`config.mk`:
```
export PLATFORM = sky130hd
export DESIGN_NAME = regfile_sb_flat
export DESIGN_NICKNAME = d
export VERILOG_FILES = /design/src/rtl/regfile_sb_pkg.sv /design/src/rtl/regfile_sb_if.sv /design/src/rtl/regfile_sb_score.sv /design/src/rtl/regfile_sb.sv /design/src/flat_wrapper.sv
export SDC_FILE = /design/constraint.sdc
export NUM_CORES = 1
export LEC_CHECK = 0
export CAP_MARGIN = 20
export CORE_ASPECT_RATIO = 0.9
export CORE_MARGIN = 1
export CORE_UTILIZATION = 55
export CTS_CLUSTER_DIAMETER = 150
export DETAILED_ROUTE_END_ITERATION = 8
export GPL_TIMING_DRIVEN = 0
export HOLD_SLACK_MARGIN = 0.05
export PLACE_DENSITY = 0.8
export SYNTH_ARGS = -nofsm -noshare
export SYNTH_HDL_FRONTEND = slang
export SYNTH_SLANG_ARGS = --single-unit
```
`constraint.sdc`:
```
create_clock -name clk -period 3.71 [get_ports clk]
set_clock_uncertainty 0.2 [all_clocks]
set_input_delay 0.742 -clock clk [delete_from_list [all_inputs] [get_ports clk]]
set_output_delay 0.742 -clock clk [all_outputs]
set_load 0.03 [all_outputs]
```
`src/rtl/regfile_sb_pkg.sv`:
```
// rtl/regfile_sb_pkg.sv - shared CPU defaults and instruction field helper
package regfile_sb_pkg;

  localparam int DEF_DATA_W   = 8;
  localparam int DEF_NUM_REGS = 8;
  localparam int DEF_INST_W   = 16;
  localparam int DEF_RD_LSB   = 9;
  localparam int DEF_RS1_LSB  = 6;
  localparam int DEF_RS2_LSB  = 3;

  // Widest instruction word the field helper accepts.
  localparam int MAX_INST_W   = 64;

  // Pull an aw-bit register index out of an instruction word starting at lsb.
  function automatic logic [31:0] get_field(input logic [MAX_INST_W-1:0] inst,
                                            input int unsigned lsb,
                                            input int unsigned aw);
    logic [MAX_INST_W-1:0] mask;
    mask = (MAX_INST_W'(1) << aw) - MAX_INST_W'(1);
    return 32'((inst >> lsb) & mask);
  endfunction

endpackage

```
`src/rtl/regfile_sb_if.sv`:
```
// rtl/regfile_sb_if.sv - decode-side bus between instruction decode and the register file
interface regfile_sb_if #(
  parameter int DATA_W   = 8,
  parameter int NUM_REGS = 8,
  parameter int INST_W   = 16
);
  localparam int AW = $clog2(NUM_REGS);

  logic [INST_W-1:0]   inst;
  logic                issue_en;
  logic                issue_wb;
  logic                wr_en;
  logic [AW-1:0]       wr_addr;
  logic [DATA_W-1:0]   wr_data;
  logic [DATA_W-1:0]   reg_data1;
  logic [DATA_W-1:0]   reg_data2;
  logic                stall;
  logic [NUM_REGS-1:0] pending;

  modport master (
    output inst, issue_en, issue_wb, wr_en, wr_addr, wr_data,
    input  reg_data1, reg_data2, stall, pending
  );

  modport slave (
    input  inst, issue_en, issue_wb, wr_en, wr_addr, wr_data,
    output reg_data1, reg_data2, stall, pending
  );
endinterface

```
`src/rtl/regfile_sb_score.sv`:
```
// rtl/regfile_sb_score.sv - pending-writeback scoreboard and decode stall generation
module regfile_sb_score #(
  parameter int NUM_REGS = 8,
  parameter int AW       = 3,
  parameter bit ZERO_REG = 1'b0,
  parameter bit BYPASS   = 1'b1
) (
  input  logic                clk,
  input  logic                rst,
  input  logic [AW-1:0]       rs1,
  input  logic [AW-1:0]       rs2,
  input  logic [AW-1:0]       rd,
  input  logic                issue_en,
  input  logic                issue_wb,
  input  logic                wr_en,
  input  logic [AW-1:0]       wr_addr,
  output logic                stall,
  output logic [NUM_REGS-1:0] pending
);

  logic                hit1;
  logic                hit2;
  logic                waw;
  logic                issue;
  logic [NUM_REGS-1:0] set_vec;
  logic [NUM_REGS-1:0] clr_vec;

  // Hazard detection; a writeback landing this cycle resolves RAW only when it can be forwarded.
  always_comb begin
    hit1 = pending[rs1] && !(BYPASS && wr_en && (wr_addr == rs1));
    hit2 = pending[rs2] && !(BYPASS && wr_en && (wr_addr == rs2));
    waw  = issue_wb && pending[rd] && !(wr_en && (wr_addr == rd));
    stall = issue_en && (hit1 || hit2 || waw);
    issue = issue_en && !stall;
    set_vec = '0;
    clr_vec = '0;
    for (int i = 0; i < NUM_REGS; i++) begin
      set_vec[i] = issue && issue_wb && (rd == AW'(i)) && !(ZERO_REG && (i == 0));
      clr_vec[i] = wr_en && (wr_addr == AW'(i));
    end
  end

  // Pending bits: a new issue to rd outranks a writeback clearing the same register.
  always_ff @(posedge clk or negedge rst) begin
    if (!rst) begin
      pending <= '0;
    end else begin
      pending <= set_vec | (pending & ~clr_vec);
    end
  end

endmodule

```
`src/rtl/regfile_sb.sv`:
```
// rtl/regfile_sb.sv - parametrised 2R/1W register file with bypass and pending scoreboard
module regfile_sb
  import regfile_sb_pkg::*;
#(
  parameter int DATA_W   = DEF_DATA_W,
  parameter int NUM_REGS = DEF_NUM_REGS,
  parameter int INST_W   = DEF_INST_W,
  parameter int RD_LSB   = DEF_RD_LSB,
  parameter int RS1_LSB  = DEF_RS1_LSB,
  parameter int RS2_LSB  = DEF_RS2_LSB,
  parameter bit ZERO_REG = 1'b0,
  parameter bit BYPASS   = 1'b1
) (
  input logic         clk,
  input logic         rst,
  regfile_sb_if.slave bus
);

  localparam int AW = $clog2(NUM_REGS);

  logic [DATA_W-1:0] regs [NUM_REGS];
  logic [AW-1:0]     rs1;
  logic [AW-1:0]     rs2;
  logic [AW-1:0]     rd;

  assign rs1 = AW'(get_field(MAX_INST_W'(bus.inst), RS1_LSB, AW));
  assign rs2 = AW'(get_field(MAX_INST_W'(bus.inst), RS2_LSB, AW));
  assign rd  = AW'(get_field(MAX_INST_W'(bus.inst), RD_LSB, AW));

  // Register storage; r0 silently drops writes when it is hardwired to zero.
  always_ff @(posedge clk or negedge rst) begin
    if (!rst) begin
      for (int i = 0; i < NUM_REGS; i++) begin
        regs[i] <= '0;
      end
    end else if (bus.wr_en && !(ZERO_REG && (bus.wr_addr == '0))) begin
      regs[bus.wr_addr] <= bus.wr_data;
    end
  end

  // Read ports: stored value, then same-cycle writeback forwarding, then the r0 override on top.
  always_comb begin
    bus.reg_data1 = regs[rs1];
    bus.reg_data2 = regs[rs2];
    if (BYPASS && bus.wr_en && (bus.wr_addr == rs1)) bus.reg_data1 = bus.wr_data;
    if (BYPASS && bus.wr_en && (bus.wr_addr == rs2)) bus.reg_data2 = bus.wr_data;
    if (ZERO_REG && (rs1 == '0)) bus.reg_data1 = '0;
    if (ZERO_REG && (rs2 == '0)) bus.reg_data2 = '0;
  end

  regfile_sb_score #(
    .NUM_REGS (NUM_REGS),
    .AW       (AW),
    .ZERO_REG (ZERO_REG),
    .BYPASS   (BYPASS)
  ) u_score (
    .clk      (clk),
    .rst      (rst),
    .rs1      (rs1),
    .rs2      (rs2),
    .rd       (rd),
    .issue_en (bus.issue_en),
    .issue_wb (bus.issue_wb),
    .wr_en    (bus.wr_en),
    .wr_addr  (bus.wr_addr),
    .stall    (bus.stall),
    .pending  (bus.pending)
  );

endmodule

```
`src/flat_wrapper.sv`:
```
// flat-port wrapper written by rule: the top's interface ports become plain ports
module regfile_sb_flat import regfile_sb_pkg::*;
#(
  parameter int DATA_W   = DEF_DATA_W,
  parameter int NUM_REGS = DEF_NUM_REGS,
  parameter int INST_W   = DEF_INST_W,
  parameter int RD_LSB   = DEF_RD_LSB,
  parameter int RS1_LSB  = DEF_RS1_LSB,
  parameter int RS2_LSB  = DEF_RS2_LSB,
  parameter bit ZERO_REG = 1'b0,
  parameter bit BYPASS   = 1'b1
)
  (clk, rst, bus_inst, bus_issue_en, bus_issue_wb, bus_wr_en, bus_wr_addr, bus_wr_data, bus_reg_data1, bus_reg_data2, bus_stall, bus_pending);
  regfile_sb_if #(.DATA_W(DATA_W), .NUM_REGS(NUM_REGS), .INST_W(INST_W)) bus_i ();
  input logic clk;
  input logic rst;
  input wire logic [$bits(bus_i.inst)-1:0] bus_inst;
  input wire logic [$bits(bus_i.issue_en)-1:0] bus_issue_en;
  input wire logic [$bits(bus_i.issue_wb)-1:0] bus_issue_wb;
  input wire logic [$bits(bus_i.wr_en)-1:0] bus_wr_en;
  input wire logic [$bits(bus_i.wr_addr)-1:0] bus_wr_addr;
  input wire logic [$bits(bus_i.wr_data)-1:0] bus_wr_data;
  output wire logic [$bits(bus_i.reg_data1)-1:0] bus_reg_data1;
  output wire logic [$bits(bus_i.reg_data2)-1:0] bus_reg_data2;
  output wire logic [$bits(bus_i.stall)-1:0] bus_stall;
  output wire logic [$bits(bus_i.pending)-1:0] bus_pending;
  assign bus_i.inst = bus_inst;
  assign bus_i.issue_en = bus_issue_en;
  assign bus_i.issue_wb = bus_issue_wb;
  assign bus_i.wr_en = bus_wr_en;
  assign bus_i.wr_addr = bus_wr_addr;
  assign bus_i.wr_data = bus_wr_data;
  assign bus_reg_data1 = bus_i.reg_data1;
  assign bus_reg_data2 = bus_i.reg_data2;
  assign bus_stall = bus_i.stall;
  assign bus_pending = bus_i.pending;
  regfile_sb #(.DATA_W(DATA_W), .NUM_REGS(NUM_REGS), .INST_W(INST_W), .RD_LSB(RD_LSB), .RS1_LSB(RS1_LSB), .RS2_LSB(RS2_LSB), .ZERO_REG(ZERO_REG), .BYPASS(BYPASS)) u_core (.clk(clk), .rst(rst), .bus(bus_i));
endmodule
```
==> Yosys cells after proc, flatten, opt, wreduce, memory -nomap -nowiden <==
Cells that the tools add are included.
{ "word_totals": {"ff_bits": 72, "inputBits": 32, "wordCells": 91} }
{ "classes": {"n_lt_le_gt_ge": 7, "n_eq_ne": 17, "muxes": 17, "bitwise": 6, "reduce_logical": 35} }
{ "op_table": {"columns": ["cell", "count"], "rows": [
  ["$bwmux 64", 1],
  ["$mux 8", 7],
  ["$bmux 8 s3", 2],
  ["$logic_and 1x1->1", 27],
  ["$demux 8 s3", 1],
  ["$eq 3x3->1 const B", 8],
  ["$eq 3x2->1 const B", 4],
  ["$ge 4x4->1 const B", 3],
  ["$lt 3x4->1 const B", 3],
  ["$not 3->4", 3],
  ["$bmux 1 s3", 3],
  ["$eq 3x3->1", 3],
  ["$and 8x8->8", 1],
  ["$not 8->8", 1],
  ["$or 8x8->8", 1],
  ["$eq 3x1->1 const B", 2],
  ["$logic_not 3->1", 2],
  ["$logic_not 1->1", 4],
  ["$lt 4x1->1 const B", 1],
  ["$mux 1", 3],
  ["$logic_or 1x1->1", 2]
]} }

==> Longest topological paths before layout <==
Gate-level depths: netlist of run 1.
{ "logic_depth": {"word_depth": 12, "depth_mapped": 7, "depth_no_buf": 4} }

==> Cells and area by module <==
Synthesis of run 1 repeated with hierarchy kept, for this count alone.
{ "hier_totals": {"hier_cells": 308, "area_unflattened_um2": 4513.1} }
{ "by_module_without_submodules": {"columns": ["module", "instances", "cells_per_inst", "area_per_inst_um2"], "rows": [
  ["regfile_sb", 1, 232, 3788.6],
  ["regfile_sb_score", 1, 76, 724.4]
]} }

==> Worst setup path after synthesis of run 1 <==
No wires, ideal clock.
{ "synth_timing": {"path_kind": "input to output", "from": "in bus_inst[6]", "to": "out bus_reg_data1[3]", "arrival_ns": 2.174, "required_time_ns": 2.768, "setup_slack_ns": 0.594, "cell_stages": 5, "cell_sequence": "buf_2 -> buf_2 -> mux4_2 -> mux2i_1 -> o21ai_1"} }
{ "synth_via": {"elab_chain_cells": 5, "elab_cells_between_ends": 7, "classes_between": "eq/ne: 1; mux: 4; bitwise: 1; reduce/logical: 1"} }
{ "synth_lines": {"columns": ["element", "line_no", "rtl"], "rows": [
  ["start: declaration", "flat_wrapper.sv:17", "input wire logic [$bits(bus_i.inst)-1:0] bus_inst;"],
  ["$not 3->4 (implied by the code)", "regfile_sb.sv:43", "bus.reg_data1 = regs[rs1];"],
  ["$bmux 8 s3", "regfile_sb.sv:43", null],
  ["$mux 8 (implied by the code) (2 in a row)", "regfile_sb.sv:43", null],
  ["$mux 8 *", "regfile_sb.sv:45", "if (BYPASS && bus.wr_en && (bus.wr_addr == rs1)) bus.reg_data1 = bus.wr_data;"],
  ["end: declaration", "flat_wrapper.sv:23", "output wire logic [$bits(bus_i.reg_data1)-1:0] bus_reg_data1;"]
]} }
Every way passes the cells marked *; elsewhere a longest branch is shown, timed or not. The select of a mux whose other input is x is not followed.

==> Worst setup path in the final report of run 1 <==
{ "layout_timing": {"from": "in bus_inst[6]", "to": "out bus_reg_data1[7]"} }
The elaborated chain is that of the path after synthesis.

==> results.sh, run 1 <==
export IMPL_worst_slack_ns=0.03062
export IMPL_final_cell_count_no_fill=460
export IMPL_avgRoutedWirePerCell_um=23.50
export IMPL_synth_common_cells="dfrtp_1, mux2_1, mux2_2"
export IMPL_hpwl_mm=6.863
export IMPL_path_clk_slew_ns=0.07
export IMPL_slew_viol_final=0
export IMPL_seq_area_frac_synth_pct=41.56
export IMPL_grt_max_degree=73
export IMPL_crit_buf_inv=4
export IMPL_first_pass_iters=5
export IMPL_cts_buffers_inserted=9
export IMPL_fp_coreArea_sq_mm=0.007582
export IMPL_status="finished, final reports clean"
export IMPL_r2r_setup_slack_ns=1.66
export IMPL_ctsHoldBuffers=0
export IMPL_worstReg2RegEnd="u_core.u_score.pending[2]"
export IMPL_reg2reg_depth=4
export IMPL_die_area_sq_mm=0.008242
export IMPL_fill_cells=569
export IMPL_crit_type="primary input to primary output"
export IMPL_root_buffer="clkbuf_8"
export IMPL_crit_family="buffers and inverters"
export IMPL_final_antenna_net_count=0
export IMPL_clock_fmax_mhz=271.8
export IMPL_max_vdd_ir_drop_uv=345.7
export IMPL_fin_crit_ns=3.679
export IMPL_synth_top_area_share_pct=41.56
export IMPL_end_kind="primary output"
export IMPL_syn_nets=347
export IMPL_ys_top_cells_by_area="dfrtp_1, mux4_2, mux2_1"
export IMPL_synthArstFlopShare_pct=100.0
export IMPL_yosys_cell_types_count=34
export IMPL_portBuffers=33
export IMPL_ios=57
export IMPL_multi_input_area_sq_mm=0.002392
export IMPL_die_h_um=86.23
export IMPL_maxSlewHeadroom_pct=23.86
export IMPL_drc=0
export IMPL_fin_crit_sh_pct=99.17
export IMPL_postCtsSetupRepairBufs=0
export IMPL_finalSetupViolations=0
export IMPL_drt_iter0_drc=273
export IMPL_worstPathArrival_ns=2.74
export IMPL_p_total_uw=2521
export IMPL_start_kind="primary input"
export IMPL_drv_cap=0
export IMPL_p_leak_uw=0.002068
export IMPL_grt_pass1_vias=3036
export IMPL_drive_above_1_share_pct=35.71
export IMPL_die_x_um=95.59
export IMPL_min_path_type="primary input to async pin"
export IMPL_post_place_cells=444
export IMPL_grt_setup_unrepaired="false"
export IMPL_wl_mm=10.81
export IMPL_synth_most_common_cell="dfrtp_1"
export IMPL_cpPeakStageDelay_ns=0.55
export IMPL_rows=30
export IMPL_vias_per_cell=6.559
export IMPL_synth_seq_cells=72
export IMPL_diodes=0
export IMPL_cp_required_ns=2.77
export IMPL_synth_ff_type="dfrtp_1"
export IMPL_pre_cts_ws_ns=-0.7593
export IMPL_nets=391
export IMPL_grt_first_pass_wirelength_mm=16.59
export IMPL_h_tree_depth=3
export IMPL_finalHoldViolCount=0
export IMPL_worst_pin_slew_ns=1.137
export IMPL_vias=3017
export IMPL_p_per_area_mw_per_mm2=505.6
export IMPL_hold_ws_ns=0.2935
export IMPL_clock_latency_ns=0.34
export IMPL_cts_tree="done"
export IMPL_yosysTopAreaCell="dfrtp_1"
export IMPL_cts_max_path_buffers=2
export IMPL_clock_sinks=72
export IMPL_critical_path_cell_chain="clkdlybuf4s50_1, buf_12, buf_12, mux4_2, mux2i_1, o21ai_1, clkdlybuf4s15_2"
export IMPL_synth_edf_count=0
export IMPL_grt_overflow=0
export IMPL_critPathMostFrequentCell="buf_12"
export IMPL_regArea_sq_mm=0.001802
export IMPL_netlist_instances=315
export IMPL_gp_congestion=0.8566
export IMPL_start_util_pct=57.18
export IMPL_syn2layout_area_growth_pct=15.04
export IMPL_synth_cell_area_sq_mm=0.004335
export IMPL_reg2reg_from="u_core.u_score.pending[2]"
export IMPL_design_area_sq_mm=0.004987
export IMPL_place_area_sq_mm=0.004783
export IMPL_antenna_found_initial=0
export IMPL_slowest_stage="clkdlybuf4s50_1"
export IMPL_yosys_warnings=0
export IMPL_track_usage_pct=28.46
export IMPL_syn_avg_cell_area_sq_um=13.76
export IMPL_path_max_fanout=10
[how the worst max path moves through the flow]
stage           startpoint               end  slack (ns)  cells past startpoint
3_5_place_dp   bus_inst[8]         bus_stall       -0.76                      6
6_report       bus_inst[6]  bus_reg_data1[7]        0.03                      7
4_1_cts        bus_inst[7]         bus_stall     0.00004                      7
5_1_grt        bus_inst[6]  bus_reg_data1[7]       0.009                      7
3_3_place_gp           rst   u_core.regs[49]       -0.73                      1
2_1_floorplan  bus_inst[6]  bus_reg_data1[3]        0.59                      5
[cell type report]
| class | count | area share [%] |
|---|---|---|
| Sequential cell | 72 | 36.13 |
| Tap cell | 96 | 2.408 |
| Buffer | 28 | 4.039 |
| Multi-Input combinational cell | 212 | 47.97 |
| Inverter | 2 | 0.1505 |
| Timing Repair Buffer | 34 | 5.695 |
| Clock inverter | 6 | 0.8530 |
| Clock buffer | 10 | 2.760 |
[sequential cells by signal, summed over array words and instances (netlist names)]
register / flops
u_core.regs: 64
u_core.u_score.pending: 8
[kinds of logic (layout without fill, tap and decap cells)]
family,after synthesis,after routing,share of synthesized area (%)
compound gates,32,32,4.935
simple gates,48,48,6.321
flops,72,72,41.56
xor+xnor,9,9,1.818
mux,123,123,41.73
buf+inv,31,80,3.636
[metrics by stage]
step                util, %  TNS (ns)
floorplan                 -         0
global placement      63.12    -63.67
detailed placement    63.09    -11.67
CTS                   66.20         0
global route          65.78         0
finish                65.78         0
[metal layers]
metal | global-route usage, % | part of all wire, % | vias up
met5 | 0 | 0 | -
met4 | 8.955 | 1.8 | 0
met3 | 7.807 | 7.7 | 20
met2 | 44.48 | 48 | 137
met1 | 39.13 | 42 | 1544
li1 | - | - | 1316
[power by group]
group,internal [uW],switching [uW]
Sequential,958,141
Clock,262,306
Combinational,433,422
Total,1650,869
[layout by cell type (no fill, tap or decap), types with 6 or more instances in the layout]
| master | instances |
|---|---|
| mux2i_1 | 18 |
| mux2_1 | 36 |
| buf_2 | 11 |
| clkbuf_2 | 13 |
| mux4_2 | 28 |
| buf_4 | 6 |
| clkdlybuf4s50_1 | 15 |
| xnor2_1 | 9 |
| clkbuf_8 | 10 |
| mux4_1 | 8 |
| nand2_1 | 23 |
| mux2_2 | 32 |
| dfrtp_1 | 72 |
| nand2b_1 | 6 |
| o21ai_1 | 16 |
[repair_timing]
action,in CTS,in global routing
pin swaps,0,0
endpoints found under the setup margin,17,14
gates resized for setup,60,28
Note: power is estimated with default switching activity, not from simulation.
==> run 2: changes to the inputs <==
--- a/config.mk
+++ b/config.mk
@@ -11,8 +11,10 @@
 export CORE_UTILIZATION = 55
 export CTS_CLUSTER_DIAMETER = 150
 export DETAILED_ROUTE_END_ITERATION = 8
+export GPL_ROUTABILITY_DRIVEN = 0
 export GPL_TIMING_DRIVEN = 0
 export HOLD_SLACK_MARGIN = 0.05
+export MAX_ROUTING_LAYER = met4
 export PLACE_DENSITY = 0.8
 export SYNTH_ARGS = -nofsm -noshare
 export SYNTH_HDL_FRONTEND = slang
==> run 2 against run 1 <==
Final cell count unchanged; setup slack better by 0.028 ns; global-route usage up 0.91 points; sequential cell count unchanged; first-iteration DRC count down 2.9%; clock power about the same; combinational power about the same; via count about the same; die area unchanged; critical path type unchanged; critical endpoint unchanged.
==> results.sh, run 2 (synthesized netlist as in run 1, its figures left out) <==
export IMPL_grt_overflow=0
export IMPL_drv_cap=0
export IMPL_wl_mm=10.84
export IMPL_die_x_um=95.59
export IMPL_vias=3019
export IMPL_grt_pass1_vias=3050
export IMPL_finalSetupViolations=0
export IMPL_root_buffer="clkbuf_8"
export IMPL_fin_crit_ns=3.651
export IMPL_max_vdd_ir_drop_uv=346.5
export IMPL_cts_max_path_buffers=2
export IMPL_pre_cts_ws_ns=-0.7593
export IMPL_clock_fmax_mhz=273.9
export IMPL_portBuffers=33
export IMPL_syn2layout_area_growth_pct=15.04
export IMPL_reg_top3="u_core.regs (64), u_core.u_score.pending (8)"
export IMPL_p_per_area_mw_per_mm2=505.9
export IMPL_clock_latency_ns=0.34
export IMPL_fin_crit_sh_pct=98.41
export IMPL_first_pass_iters=5
export IMPL_final_common_cell="dfrtp_1"
export IMPL_maxSlewHeadroom_pct=24.85
export IMPL_cts_tree="done"
export IMPL_diodes=0
export IMPL_end_kind="primary output"
export IMPL_final_antenna_net_count=0
export IMPL_clock_sinks=72
export IMPL_ios=57
export IMPL_grt_first_pass_wirelength_mm=16.59
export IMPL_drt_iter0_drc=265
export IMPL_p_total_uw=2523
export IMPL_path_max_fanout=10
export IMPL_p_leak_uw=0.002068
export IMPL_die_area_sq_mm=0.008242
export IMPL_critical_path_cell_chain="clkdlybuf4s50_1, buf_12, buf_12, mux4_2, mux2i_1, o21ai_1, clkdlybuf4s15_2"
export IMPL_final_cell_mix="dfrtp_1, mux2_1, mux2_2"
export IMPL_fin_setup_tns_ns=0
export IMPL_antenna_found_initial=0
export IMPL_cts_buffers_inserted=9
export IMPL_worstPathArrival_ns=2.71
export IMPL_critPathMostFrequentCell="buf_12"
export IMPL_largest_register="u_core.regs"
export IMPL_worst_slack_ns=0.05885
export IMPL_fp_coreArea_sq_mm=0.007582
export IMPL_grt_setup_unrepaired="false"
export IMPL_cp_required_ns=2.77
export IMPL_nets=391
export IMPL_vias_per_cell=6.563
export IMPL_grt_max_degree=73
export IMPL_crit_type="primary input to primary output"
export IMPL_start_util_pct=57.18
export IMPL_track_usage_pct=29.37
export IMPL_drive_above_1_share_pct=35.71
export IMPL_drc=0
export IMPL_fill_cells=569
export IMPL_status="finished, final reports clean"
export IMPL_finalHoldViolCount=0
export IMPL_worst_pin_slew_ns=1.122
export IMPL_slew_viol_final=0
export IMPL_avgRoutedWirePerCell_um=23.57
export IMPL_ctsHoldBuffers=0
export IMPL_path_clk_slew_ns=0.07
export IMPL_largest_reg_flops=64
export IMPL_die_h_um=86.23
export IMPL_start_kind="primary input"
export IMPL_cpPeakStageDelay_ns=0.55
export IMPL_min_path_type="primary input to async pin"
export IMPL_rows=30
export IMPL_hold_ws_ns=0.3099
export IMPL_hpwl_mm=6.863
export IMPL_slowest_stage="clkdlybuf4s50_1"
export IMPL_h_tree_depth=3
==> run 2: final timing paths <==
kind / startpoint / end / slack (ns) / cells past startpoint
max reg2reg: u_core.u_score.pending[0] / u_core.u_score.pending[2] / 1.67 / 4
max in group asynchronous: rst / u_core.regs[61] / 2.41 / 1
min reg2reg: u_core.regs[54] / u_core.regs[54] / 0.31 / 1
min in group clk: u_core.regs[54] / u_core.regs[54] / 0.31 / 1
min: rst / u_core.u_score.pending[4] / 0.31 / 1
max: bus_inst[6] / bus_reg_data1[7] / 0.06 / 7
==> run 2: final cells by class <==
cell class | count | area (sq um) | area share [%]
Sequential cell | 72 | 1802 | 36.13
Timing Repair Buffer | 34 | 284.0 | 5.695
Clock inverter | 6 | 42.54 | 0.8530
Buffer | 28 | 201.4 | 4.039
Clock buffer | 10 | 137.6 | 2.760
Inverter | 2 | 7.507 | 0.1505
Multi-Input combinational cell | 212 | 2392 | 47.97
Tap cell | 96 | 120.1 | 2.408
==> run 2: metal layers <==
layer	part of all wire [%]	up-vias	GRT usage, %
met1	42	1538	39.25
met4	1.6	0	8.955
met2	48	149	44.48
met5	0	-	-
met3	8.2	18	7.807
li1	-	1314	-
==> run 2: repair_timing <==
item / CTS / global route
endpoints found under the setup margin: 17 / 14
gates resized for setup: 60 / 28
setup buffers: 0 / 0
cloned: 0 / 0
==> run 2: worst max-delay path: cells and delay by family <==
| family | cells | cell delay, ns |
|---|---|---|
| compound gates | 1 | 0.09 |
| buf+inv | 4 | 1.19 |
| mux | 2 | 0.68 |
==> run 2: power by group <==
| part | switching [uW] | total, uW | internal [uW] | leakage, uW |
|---|---|---|---|---|
| clock network | 308 | 569 | 262 | 0.0000887 |
| logic | 422 | 855 | 433 | 0.00111 |
| registers | 141 | 1100 | 958 | 0.000874 |
| total | 871 | 2520 | 1650 | 0.00207 |
==> run 2: through the flow <==
stage / std cells / cell area [sq um] / util [%]
finish: 460 / 4987 / 65.78
global route: 460 / 4987 / 65.78
CTS: 459 / 5020 / 66.20
detailed placement: 444 / 4783 / 63.09
global placement: 444 / 4786 / 63.12
floorplan: 315 / 4335 / -
==> edit 1: new RTL, config.mk and constraints of run 2 <==
The package constant `DEF_NUM_REGS` goes from 8 to 4.
--- a/src/rtl/regfile_sb_pkg.sv
+++ b/src/rtl/regfile_sb_pkg.sv
@@ -4,3 +4,3 @@
   localparam int DEF_DATA_W   = 8;
-  localparam int DEF_NUM_REGS = 8;
+  localparam int DEF_NUM_REGS = 4;
   localparam int DEF_INST_W   = 16;
Interface: changed (resized bus_pending and bus_wr_addr); port bits go from 57 to 52. The function was not compared with the original's and may differ.
==> edit 1 against run 2 <==
  * Setup slack improved by 0.063 ns
  * Largest power group unchanged
  * Highest routed layer unchanged
  * Critical endpoint is now bus_reg_data2[3]
  * First-iteration DRC count fell by 61%
  * Clock power fell by 52%
  * Cell area fell by 47%
  * Critical path depth fell by 1
  * Total power fell by 48%
  * Register-to-register slack improved by 0.06 ns
  * Synthesized area fell by 49%
  * Sequential cell count fell by 36
  * Global-route usage fell by 3.3 points
  * Wire length fell by 57%
  * Via count fell by 53%
  * Synthesized cell count fell by 57%
==> edit 1: results (changes against run 2) <==
stage,metric,value,unit,change
synthesis,Post-synth ARST share,1.00,,unchanged
clock_tree,H-Tree Depth,2,,-1
critical_path,worst reg-to-reg path cell count,4,,unchanged
placement,dpl ws,-0.246,ns,+0.513 ns
route,DRC violation total after the first TritonRoute iteration,104,,-61%
run_status,status,"complete, no violations",,
critical_path,FF-to-FF Start,u_core.u_score.pending[2]$_DFF_PN0_,,
critical_path,crit path max-delay cell type,clkdlybuf4s50_1,,
synthesis,Yosys warnings,0,,unchanged
synthesis,dominant synthesized flop cell,dfrtp_1,,
synthesis,synth unique cells,19,,-44%
synthesis,sequential area share after synthesis,0.411,,-0.00463
critical_path,worst reg2reg setup slack,1.73,ns,+0.06 ns
clock_tree,clock root buffer,clkbuf_8,,
global_routing,vias in the first global route,1431,,-53%
clock_tree,clock buffer depth,2,,unchanged
global_routing,GRT Overall Usage,0.261,,-0.0329
critical_path,Reg-to-Reg End,u_core.u_score.pending[3]$_DFF_PN0_,,
synthesis,"top cells by count, synth","48 x mux2_2, 36 x dfrtp_1, 10 x mux4_1",,
critical_path,Critical Path Source,bus_wr_en,,
clock_tree,CTS Buf Count,5,,-4
placement,I/O Buffers,35,,+6.1%
layout,nets,210,,-46%
critical_path,CP Max Fanout,8,,-2
layout,antenna diode count,0,,unchanged
hold_path,Hold Path Cell Cnt,1,,
clock_tree,clk_lat worst skew,0.28,ns,-0.06 ns
critical_path,"Data arrival, critical path",2.65,ns,-0.06 ns
placement,HPWL Detailed,3120,um,-55%
timing,Worst-Margin Slew,0.846,ns,-0.276 ns
critical_path,Critical Path Max Stage Delay,0.53,ns,-0.02 ns
synthesis,most area-consuming cells after synthesis,"dfrtp_1 41%, mux2_2 25%, mux4_1 12%, mux4_2 9.2%, xor2_1 2.4%",,
hold_path,hold path start,u_core.regs[28]$_DFFE_PN0P_,,
route,drt via density,6.34,,-3.4%
synthesis,syn_nets,168,,-52%
hold_path,Worst Hold Class,reg -> reg,,
global_routing,largest net degree at the start of global routing,37,,-49%
critical_path,crit-path leading delay family,buffers and inverters,,
route,Pre-antenna DRT Iters,5,,unchanged
route,WL/cell,20.8,um,-12%
clock_tree,# Post-CTS Setup Buffers,0,,unchanged
global_routing,first-pass GRT wire length,7280,um,-56%
power,Leak,1.13,nW,-45%
power,VDD IR max,304,uV,-12%
layout,top flop regs,"u_core.regs x32, u_core.u_score.pending x4",,
hold_path,Hold Path End,u_core.regs[28]$_DFFE_PN0P_,,
global_routing,initial antenna violation count,0,,unchanged
layout,share of cells above drive strength 1,0.439,,+0.0817
power,cell-internal power,0.865,mW,-48%
clock_tree,clk slew on worst S/H paths,0.07,ns,about the same
## edit 1: cell types whose count changed after synthesis, sizes merged, moves of 6 or more
cell and delta:
dfrtp -36, nand2 -22, mux2 -20, mux2i -19, mux4 -17, o21ai -17, buf -11, clkbuf -10
xnor2 -9, nand2b -6, xor2 +6
## edit 1: layout make-up
type	count	area (um2)
inverters	4	15.0
clock inverters	3	18.8
well taps	46	57.6
flip-flops and latches	36	901
plain buffers	8	70.1
fillers	276	1100
multi-input cells	89	1210
repair buffers	35	323
clock buffers	5	68.8
## edit 1: kinds of logic after synthesis
group	synth area share
mux	0.459
compound gates	0.0365
xor+xnor	0.0240
flops	0.411
simple gates	0.0308
buf+inv	0.0388
## edit 1: worst register-to-register path, cell delays in order, from the launching register on
cell	delay, ns
dfrtp_1	0.42
mux4_1	0.51
o311a_2	0.16
nor4_4	0.39
a32o_1	0.22
## edit 1: timing repair
item,in CTS,in global routing
endpoints found under the hold margin,0,0
gates resized for setup,18,0
endpoints found under the setup margin,17,0
## edit 1: stage by stage
step	hold slack, ns	std cells	area [um2]
after detailed placement	0.312	218	2590
final	0.328	226	2660
after floorplan	0.246	137	2190
after global placement	0.303	218	2600
after CTS	0.328	226	2660
after global routing	0.340	226	2660
## edit 1: routing by layer
metal / share of wire / GRT usage / vias to the layer above
li1: - / - / 638
met1: 0.44 / 0.322 / 722
met2: 0.48 / 0.415 / 61
met3: 0.059 / 0.0566 / 12
met4: 0.020 / 0.119 / 0
met5: 0 / - / -
## edit 1: power groups by stage
stage	clock (mW)	combinational (mW)	sequential, mW
floorplan	0	0.350	0.539
global placement	0	0.538	0.528
detailed placement	0	0.546	0.536
CTS	0.278	0.513	0.529
global route	0.298	0.544	0.542
finish	0.273	0.508	0.531
## edit 1: how the worst max path moves through the flow
stage | endpoint | slack (ns) | cells after the start
finish | bus_reg_data2[3] | 0.12 | 6
global route | bus_reg_data2[1] | 0.04 | 6
CTS | bus_reg_data2[1] | 0.12 | 6
detailed placement | bus_stall | -0.25 | 5
global placement | bus_stall | -0.24 | 5
floorplan | bus_reg_data1[0] | 0.80 | 5
==> edit 2: new RTL, config.mk and constraints of run 2 <==
Made on the original files. Make the reset (`rst`) synchronous in 2 clocked blocks.
--- a/src/rtl/regfile_sb_score.sv
+++ b/src/rtl/regfile_sb_score.sv
@@ -43,3 +43,3 @@
   // Pending bits: a new issue to rd outranks a writeback clearing the same register.
-  always_ff @(posedge clk or negedge rst) begin
+  always_ff @(posedge clk) begin
     if (!rst) begin
--- a/src/rtl/regfile_sb.sv
+++ b/src/rtl/regfile_sb.sv
@@ -30,3 +30,3 @@
   // Register storage; r0 silently drops writes when it is hardwired to zero.
-  always_ff @(posedge clk or negedge rst) begin
+  always_ff @(posedge clk) begin
     if (!rst) begin
Check against the original RTL: differs if rst is asserted again (counterexample within 4 cycles, from zero or initial values and one cycle with rst low); with rst held inactive, the same outputs for 4 cycles.
==> edit 2 against run 2 <==
  * Wire length grew 2.3%
  * Worst hold slack improved by 0.058 ns
  * Global-route usage increased by 2.3 points
  * Die area shrank 4.0%
  * Synthesized area decreased by 4.1%
  * Cell area fell by 1.3%
  * Sequential cell count unchanged
  * Register-to-register slack improved by 0.07 ns
  * Setup slack worse by 0.057 ns
  * Largest cell class is now registers
Power is not compared: it rests on default switching activity, and its combinational part moved more than twofold at a synthesized area within 25%.
==> edit 2: results (changes against run 2) <==
stage,metric,value,unit,change
layout,nets,417,,+6.6%
critical_path,"Data arrival, critical path",2.77,ns,+0.06 ns
synthesis,most area-consuming cells after synthesis,"edfxtp_1 46%, mux4_2 19%, and2_1 9.6%, dfxtp_1 3.9%, mux2i_1 2.2%",,
synthesis,Post-synth ARST share,0,,-1.00
route,drt via density,6.40,,-2.5%
power,VDD IR max,266,uV,
route,DRC violation total after the first TritonRoute iteration,394,,+49%
placement,dpl ws,-0.533,ns,+0.226 ns
layout,fin cells,483,,+5.0%
critical_path,FF-to-FF Start,u_core.u_score.pending[3]$_SDFF_PN0_,,
global_routing,vias in the first global route,3127,,+2.5%
synthesis,number of flops mapped to enable cells by yosys,64,,+64
run_status,status,"complete, no violations",,
timing,crit path time final,3.71,ns,+0.0570 ns
synthesis,synth unique cells,31,,-8.8%
synthesis,dominant synthesized flop cell,edfxtp_1,,
global_routing,GRT Overall Usage,0.316,,+0.0226
placement,I/O Buffers,43,,+30%
power,power density over the cells,400,nW/um2,
placement,Placement Cell Area,4720,um2,-1.4%
placement,placed insts,464,,+4.5%
critical_path,Critical Path Max Stage Delay,0.51,ns,-0.04 ns
timing,final hold slack,0.368,ns,+0.0578 ns
critical_path,Critical Path Source,bus_inst[7],,
layout,layout filler cell count,535,,-6.0%
synthesis,syn_nets,359,,+3.5%
global_routing,first-pass GRT wire length,17300,um,+4.2%
global_routing,met2 usage,0.472,,+0.0271
hold_path,Worst Hold Class,reg -> reg,,
global_routing,M1 GR Usage,0.437,,+0.0445
layout,share of cells above drive strength 1,0.213,,-0.144
placement,HPWL Detailed,7940,um,+16%
critical_path,worst reg2reg setup slack,1.74,ns,+0.07 ns
synthesis,Mapped Cells,327,,+3.8%
global_routing,largest net degree at the start of global routing,13,,-82%
==> edit 2: critical path, delay by kind of cell <==
family / cells / cell delay [ns]
buffers and inverters: 3 / 1.19
and+or+nand+nor: 1 / 0.20
xor gates and xnor gates: 1 / 0.11
AOI/OAI and AO/OA: 2 / 0.52
==> edit 2: final cells by class <==
| class | instances | share of cell area |
|---|---|---|
| sequential | 72 | 0.423 |
| multi-input combinational | 225 | 0.395 |
| timing repair buffer | 47 | 0.0846 |
| clock buffer | 13 | 0.0302 |
| buffer | 19 | 0.0262 |
| tap | 93 | 0.0236 |
| clock inverter | 3 | 0.00864 |
| inverter | 11 | 0.00839 |
==> edit 2: report_power, final <==
group / internal, mW / total (mW) / switching, mW / leakage, nW
Combinational: 0.160 / 0.388 / 0.228 / 0.965
Clock: 0.329 / 0.626 / 0.297 / 0.0936
Sequential: 0.932 / 0.957 / 0.0252 / 0.683
Total: 1.42 / 1.97 / 0.550 / 1.74
==> edit 2: what timing repair did <==
| action | in CTS | in global routing |
|---|---|---|
| hold buffers | 0 | 0 |
| endpoints found under the setup margin | 17 | 17 |
| buffers inserted | 3 | 0 |
| gates resized for setup | 29 | 24 |
==> edit 2: worst paths after layout <==
kind,endpoint,depth (start not counted)
worst max-delay path,bus_stall,7
worst min-delay path,u_core.u_score.pending[1]$_SDFF_PN0_,2
worst max register to register,u_core.u_score.pending[5]$_SDFF_PN0_,4
worst min register to register,u_core.u_score.pending[1]$_SDFF_PN0_,2
==> edit 2: metal layers <==
metal | up-vias | share of wire
met5 | - | 0
met1 | 1508 | 0.39
met3 | 30 | 0.10
met4 | 0 | 0.020
li1 | 1354 | -
met2 | 200 | 0.48
==> edit 2: cell families after synthesis <==
group	synth area share
compound gates	0.0641
xor+xnor	0.0190
buf+inv	0.0328
flops	0.501
mux	0.211
simple gates	0.172
